### src/rtl/mips_pkg.sv
// Shared MIPS decode definitions: primary opcode values and the instruction-class encoding.
package mips_pkg;

  localparam logic [5:0] OP_RTYPE = 6'h00;
  localparam logic [5:0] OP_J     = 6'h02;
  localparam logic [5:0] OP_JAL   = 6'h03;
  localparam logic [5:0] OP_BEQ   = 6'h04;
  localparam logic [5:0] OP_BNE   = 6'h05;
  localparam logic [5:0] OP_ADDI  = 6'h08;
  localparam logic [5:0] OP_ADDIU = 6'h09;
  localparam logic [5:0] OP_SLTI  = 6'h0A;
  localparam logic [5:0] OP_ANDI  = 6'h0C;
  localparam logic [5:0] OP_ORI   = 6'h0D;
  localparam logic [5:0] OP_XORI  = 6'h0E;
  localparam logic [5:0] OP_LUI   = 6'h0F;
  localparam logic [5:0] OP_LW    = 6'h23;
  localparam logic [5:0] OP_SW    = 6'h2B;

  typedef enum logic [1:0] {
    CLS_R   = 2'd0,
    CLS_I   = 2'd1,
    CLS_J   = 2'd2,
    CLS_ILL = 2'd3
  } iclass_e;

endpackage

### src/rtl/instr_classify.sv
// Combinational opcode classifier: instruction class plus immediate-extension select.
module instr_classify
  import mips_pkg::*;
(
  input  logic [5:0] opcode,
  output iclass_e    iclass,
  output logic       ext_zero
);

  always_comb begin
    iclass   = CLS_ILL;
    ext_zero = 1'b0;
    unique case (opcode)
      OP_RTYPE: iclass = CLS_R;
      OP_J, OP_JAL: iclass = CLS_J;
      // Logical immediates are zero-extended; everything else sign-extends.
      OP_ANDI, OP_ORI, OP_XORI: begin
        iclass   = CLS_I;
        ext_zero = 1'b1;
      end
      OP_BEQ, OP_BNE, OP_ADDI, OP_ADDIU, OP_SLTI, OP_LUI, OP_LW, OP_SW:
        iclass = CLS_I;
      default: iclass = CLS_ILL;
    endcase
  end

endmodule

### src/rtl/instr_decode_stage.sv
// Registered MIPS decode stage: one-entry valid/ready pipeline register that slices
// the instruction into fields and tags it with its class and extension select.
module instr_decode_stage
  import mips_pkg::*;
#(
  parameter int PC_W    = 32,
  parameter int INSTR_W = 32
) (
  input  logic               clk,
  input  logic               rst_n,
  input  logic               flush,
  input  logic               in_valid,
  output logic               in_ready,
  input  logic [INSTR_W-1:0] in_instr,
  input  logic [PC_W-1:0]    in_pc,
  output logic               out_valid,
  input  logic               out_ready,
  output logic [PC_W-1:0]    out_pc,
  output logic [5:0]         opcode,
  output logic [4:0]         rs,
  output logic [4:0]         rt,
  output logic [4:0]         rd,
  output logic [4:0]         shamt,
  output logic [5:0]         funct,
  output logic [15:0]        imm16,
  output logic [25:0]        jaddr,
  output logic               ext_zero,
  output logic [1:0]         iclass
);

  iclass_e            iclass_p0;
  logic               ext_zero_p0;

  logic               vld_p1;
  logic [INSTR_W-1:0] instr_p1;
  logic [PC_W-1:0]    pc_p1;
  iclass_e            iclass_p1;
  logic               ext_zero_p1;

  instr_classify u_classify (
    .opcode   (in_instr[31:26]),
    .iclass   (iclass_p0),
    .ext_zero (ext_zero_p0)
  );

  assign in_ready = !vld_p1 || out_ready;

  // p0 -> p1: pipeline register; flush squashes the entry, a consume with no refill empties it
  always_ff @(posedge clk) begin
    if (!rst_n) begin
      vld_p1      <= 1'b0;
      instr_p1    <= '0;
      pc_p1       <= '0;
      iclass_p1   <= CLS_R;
      ext_zero_p1 <= 1'b0;
    end else if (flush) begin
      vld_p1 <= 1'b0;
    end else if (in_valid && in_ready) begin
      vld_p1      <= 1'b1;
      instr_p1    <= in_instr;
      pc_p1       <= in_pc;
      iclass_p1   <= iclass_p0;
      ext_zero_p1 <= ext_zero_p0;
    end else if (vld_p1 && out_ready && !in_valid) begin
      vld_p1 <= 1'b0;
    end
  end

  assign out_valid = vld_p1;
  assign out_pc    = pc_p1;
  assign opcode    = instr_p1[31:26];
  assign rs        = instr_p1[25:21];
  assign rt        = instr_p1[20:16];
  assign rd        = instr_p1[15:11];
  assign shamt     = instr_p1[10:6];
  assign funct     = instr_p1[5:0];
  assign imm16     = instr_p1[15:0];
  assign jaddr     = instr_p1[25:0];
  assign ext_zero  = ext_zero_p1;
  assign iclass    = iclass_p1;

endmodule

### config.mk
export PLATFORM = sky130hd
export DESIGN_NAME = instr_decode_stage
export DESIGN_NICKNAME = d
export VERILOG_FILES = /design/src/rtl/mips_pkg.sv /design/src/rtl/instr_classify.sv /design/src/rtl/instr_decode_stage.sv
export SDC_FILE = /design/constraint.sdc
export NUM_CORES = 1
export LEC_CHECK = 0
export CAP_MARGIN = 30
export CELL_PAD_IN_SITES_DETAIL_PLACEMENT = 1
export CELL_PAD_IN_SITES_GLOBAL_PLACEMENT = 2
export CORE_MARGIN = 2
export CORE_UTILIZATION = 18
export CTS_BUF_LIST = sky130_fd_sc_hd__clkbuf_4
export CTS_CLUSTER_DIAMETER = 120
export DETAILED_ROUTE_END_ITERATION = 12
export HOLD_SLACK_MARGIN = 0.15
export PLACE_DENSITY = 0.82
export SLEW_MARGIN = 30
export SYNTH_ARGS = -nofsm -noshare
export SYNTH_HDL_FRONTEND = slang
export SYNTH_SLANG_ARGS = --single-unit
### constraint.sdc
create_clock -name clk -period 1.2 [get_ports clk]
set_clock_uncertainty 0.05 [all_clocks]
set_input_delay 0.36 -clock clk [delete_from_list [all_inputs] [get_ports clk]]
set_output_delay 0.36 -clock clk [all_outputs]
set_load 0.01 [all_outputs]
## Yosys cells after proc, flatten, opt, wreduce, memory -nomap -nowiden

Index checks and enable logic that the tools add are counted.

| storage, ports and cells | value |
|---|---|
| bits in registers | 68 |
| bits of input ports | 69 |
| output and inout port bits | 111 |
| word-level logic and storage cells | 37 |

| cells by class | value |
|---|---|
| eq/ne operators | 13 |
| muxes and demuxes | 4 |
| bitwise operators | 2 |
| reduce and logical (&&, ||, !) cells | 13 |

Operators with widths:

| operator | number |
|---|---|
| == test 6 x 4 -> 1 bit (second input constant) | 7 |
| == test 6 x 2 -> 1 bit (second input constant) | 2 |
| == test 6 x 3 -> 1 bit (second input constant) | 2 |
| == test 6 bit (second input constant) | 2 |
| OR reduction 11 bit | 1 |
| zero test 6 bit | 1 |
| one-hot mux 2 bit (3 select lines) | 1 |
| OR reduction 2 bit | 2 |
| logical AND 1 bit | 3 |
| 2-to-1 mux 1 bit | 3 |
| OR reduction 3 bit | 1 |
| zero test 1 bit | 2 |
| NOT 1 bit | 2 |
| AND reduction 2 bit | 1 |
| nonzero test 2 bit | 1 |
| logical OR 1 bit | 1 |

## Depth between registers and ports, before layout

| depth | value |
|---|---|
| depth in word-level cells | 4 |
| mapped depth | 7 |
| mapped depth without buffers | 5 |

## Cells and area by module

From an unflattened synthesis, not the netlist that was laid out.

| second synthesis, totals | value |
|---|---|
| cell total of the unflattened synthesis | 350 |
| area total of the unflattened synthesis | 3086.7 µm² |

By module, submodules not included:

| module | times used | cells each | area an instance (µm²) | seq. area each (µm²) |
|---|---|---|---|---|
| instr_decode_stage | 1 | 338 | 3012.9 | 1361.3 |
| instr_classify | 1 | 12 | 73.8 | 0.0 |

## Worst setup path after synthesis

OpenSTA, ideal clock, no wires.

| path | value |
|---|---|
| path kind | reg2reg |
| start point | register vld_p1, in the netlist out_valid |
| end point | register instr_p1[17] |
| library setup time | 0.076 ns |
| data arrival time | 1.197 ns |
| data required time | 1.074 ns |
| slack | -0.122 ns |
| cell stages (with the launch flop) | 8 |
| buffers on the path | 2 |
| period minus slack after synthesis | 1.322 ns |
| cell sequence | dfxtp_1 nor2b_4 inv_2 nand3b_1 buf_4 buf_6 nand2_1 a21boi_0 |

| on the way | value |
|---|---|
| longest elaborated chain between the ends | 4 |

Ends and longest elaborated chain:

| element | line | source |
|---|---|---|
| start: declaration | instr_decode_stage.sv:34 | `logic vld_p1;` |
| start signal: assignment | instr_decode_stage.sv:51 | `vld_p1 <= 1'b0;` |
| start signal: assignment | instr_decode_stage.sv:57 | `vld_p1 <= 1'b0;` |
| start signal: assignment | instr_decode_stage.sv:59 | `vld_p1 <= 1'b1;` |
| zero test 1 bit | instr_decode_stage.sv:46 | `assign in_ready = !vld_p1 \|\| out_ready;` |
| logical OR 1 bit | instr_decode_stage.sv:46 |  |
| named net in_ready | instr_decode_stage.sv:13 | `output logic in_ready,` |
| logical AND 1 bit | instr_decode_stage.sv:58 | `end else if (in_valid && in_ready) begin` |
| AND reduction 2 bit (no line) | -- |  |
| end signal: assignment | instr_decode_stage.sv:60 | `instr_p1 <= in_instr;` |
| end: declaration | instr_decode_stage.sv:35 | `logic [INSTR_W-1:0] instr_p1;` |

The timed path passes the listed nets, and every way through them passes these cells.
A chain may end at the register's enable or synchronous reset.

## Final worst setup path

| path | value |
|---|---|
| start point | input out_ready |
| end point | register instr_p1[4] |

| on the way | value |
|---|---|
| longest elaborated chain between the ends | 3 |

Ends and longest elaborated chain:

| element | line | source |
|---|---|---|
| start: declaration | instr_decode_stage.sv:17 | `input logic out_ready,` |
| logical OR 1 bit | instr_decode_stage.sv:46 |  |
| logical AND 1 bit | instr_decode_stage.sv:58 |  |
| AND reduction 2 bit (no line) | -- |  |

No other way between the ends.

==> reports/qor.txt <==
Ys Warns: 0
failing checks: setup timing
die area: 0.0173 mm^2
Main synth FF type: dfxtp_1
DRC Markers: 0
first-pass GRT wire length: 17.9 mm
Final setup viols: 179
Avg Cell Area, Syn: 8.45 um^2
Post-synth ARST share: 0
Flop pwr share: 0.446
number of vias per cell: 4.04
Final Hold Fails: 0
pins over their slew limit: 0
global-route usage over all layers: 0.132
part of the cycle the worst path needs: 1.33
Post-Syn Nets: 415
Logic pwr share: 0.242
RSZ-0062 raised after global routing: true
max_cap viols: 0
Die X-Extent: 131 um
Final HPWL DP: 7.47 mm
clk root buf: clkbuf_4
Ports: 180
Crit path arrival time: 1.90 ns
LEAKAGE: 2.51 nW
per-cell routed wire length: 16.0 um
post-synthesis cell area: 0.00293 mm^2
Yosys reg bits: 68
Clk pwr share: 0.312
largest net degree at the start of global routing: 39
die height: 131 um
sequential share of the synthesized area: 0.465
final WL: 12.2 mm
Startpoint Class: input pin
maximum clock insertion buffer count: 2
Gate Count Post-Synth: 346
clk_lat worst skew: 0.42 ns
vias: 3065
RD Place Congestion: 0.740
CTS Buf Count: 9
status: finished with violations
Max transition margin: 0.711
Net Sw Power: 1.51 mW
maximum VDD drop: 480 uV
WP data required: 1.50 ns
layout cell share with drive strength beyond 1: 0.546
clock period minus worst slack: 1.60 ns
PortBufs: 179
Layout area overhead: 102%
vias in the first global route: 3298
WS Path Type: input pin to flip-flop
# nets final: 606
Sink Count: 68
maximum clock frequency: 626 MHz
Power Density: 932 mW/mm^2
synth unique cells: 24
TritonCTS clock tree: done
row count: 46
initial core utilization: 0.184
final worst slack: -0.397 ns
H-tree depth: 3
Power Internal: 4.01 mW
Post-Route Setup TNS: -37.54 ns
number of flops mapped to enable cells by yosys: 0
worst slew pin tran: 0.432 ns
detailed-router iteration count before antenna repair: 4
core area: 0.0159 mm^2
initial antenna violation count: 1
final hold slack: 0.414 ns
Crit Path Max Fanout: 6
Final ANT Viol Nets: 0
Sw Share: 0.274
GRT overflow: 0
Crit. End Element: flip-flop
initial DRC count: 60
Worst-path clk slew: 0.11 ns
Hold Path Class: flip-flop to flip-flop
[cells by family (layout without fill, tap and decap cells)]
group	count (synthesis)	in the layout	share of synthesized area
AOI/OAI and AO/OA	72	72	0.181
adders and majority gates	1	1	0.00342
buffers and inverters	65	261	0.157
DFF	68	68	0.465
other	0	1	0
and+or+nand+nor	140	140	0.194
[final cells by class]
class / count / area (um^2)
diodes: 1 / 2.50
clock buffers: 9 / 67.6
clock inverters: 7 / 91.3
fillers: 1833 / 9970
inverters: 2 / 7.51
multi-input cells: 213 / 1310
flip-flops and latches: 68 / 1500
well taps: 216 / 270
repair buffers: 243 / 2670
[power groups by stage]
stage               Clock (mW)  Sequential (mW)  Combinational (mW)
floorplan                    0             2.53               0.386
global placement             0             2.48                1.00
detailed placement           0             2.49                1.03
CTS                       1.85             2.48                1.20
global route              1.92             2.48                1.42
finish                    1.72             2.46                1.34
[placed cells by master (no fill, tap or decap), types with 2 or more instances in the layout]
cell type,netlist,final
buf_6,5,137
nand2_1,131,112
clkdlybuf4s50_1,0,67
a21boi_1,11,49
dfxtp_2,0,48
buf_4,45,26
dfxtp_4,0,20
nand2_4,0,19
a21boi_2,0,16
clkbuf_4,0,9
buf_12,0,7
clkinvlp_4,0,3
buf_16,0,3
o21ai_1,0,2
a31oi_1,2,2
bufinv_16,0,2
[final timing paths]
kind | start | endpoint | slack, ns | cells after the start
setup / recovery | out_ready | instr_p1[4] | -0.40 | 9
hold / removal | out_pc[7] | out_pc[7] | 0.41 | 2
setup reg to reg | out_valid | instr_p1[4] | -0.35 | 8
hold reg to reg | out_pc[7] | out_pc[7] | 0.41 | 2
[repair_timing]
action	in CTS	in global routing
endpoints found under the setup margin	178	179
resized for setup	665	94
buffers inserted	29	15
endpoints found under the hold margin	1	0
cloned	3	1
pin swaps	4	39
hold buffers	1	0
[worst max-delay path, cell delays in order]
cell	delay (ns)
clkdlybuf4s50_1	0.51
nor2b_4	0.06
buf_6	0.12
nor3b_4	0.22
buf_6	0.15
buf_12	0.13
clkbuf_16	0.17
nand2_1	0.06
a21boi_1	0.11
[state kept, by name, summed over array words and instances (netlist names)]
| name | cells |
|---|---|
| ext_zero | 1 |
| iclass | 2 |
| instr_p1 | 32 |
| out_valid | 1 |
| out_pc | 32 |
[routing by layer]
metal,GRT usage,vias to the layer above,part of all wire
li1,-,1450,-
met1,0.131,1484,0.37
met2,0.252,115,0.54
met3,0.0482,16,0.064
met4,0.0417,0,0.022
met5,0,-,0
[Yosys cell counts, types with 2 or more instances]
master | instances | area [um^2]
nand2_1 | 131 | 492
dfxtp_1 | 68 | 1360
a21boi_0 | 54 | 405
buf_4 | 45 | 338
a21boi_1 | 11 | 82.6
clkbuf_1 | 7 | 26.3
buf_2 | 6 | 30.0
buf_6 | 5 | 56.3
o21ai_0 | 3 | 15.0
a31oi_1 | 2 | 12.5
[metrics by stage]
stage / std cells / utilization / worst slack [ns] / total power, mW / cell area (um^2)
2_1_floorplan: 346 / - / -0.0479 / 2.91 / 2940
6_report: 759 / 0.372 / -0.397 / 5.51 / 5920
4_1_cts: 742 / 0.342 / -0.362 / 5.53 / 5430
3_3_place_gp: 693 / 0.296 / -0.722 / 3.48 / 4700
5_1_grt: 759 / 0.372 / -0.404 / 5.82 / 5920
3_5_place_dp: 693 / 0.296 / -0.738 / 3.52 / 4700
Power figures use the tool's default switching activity.
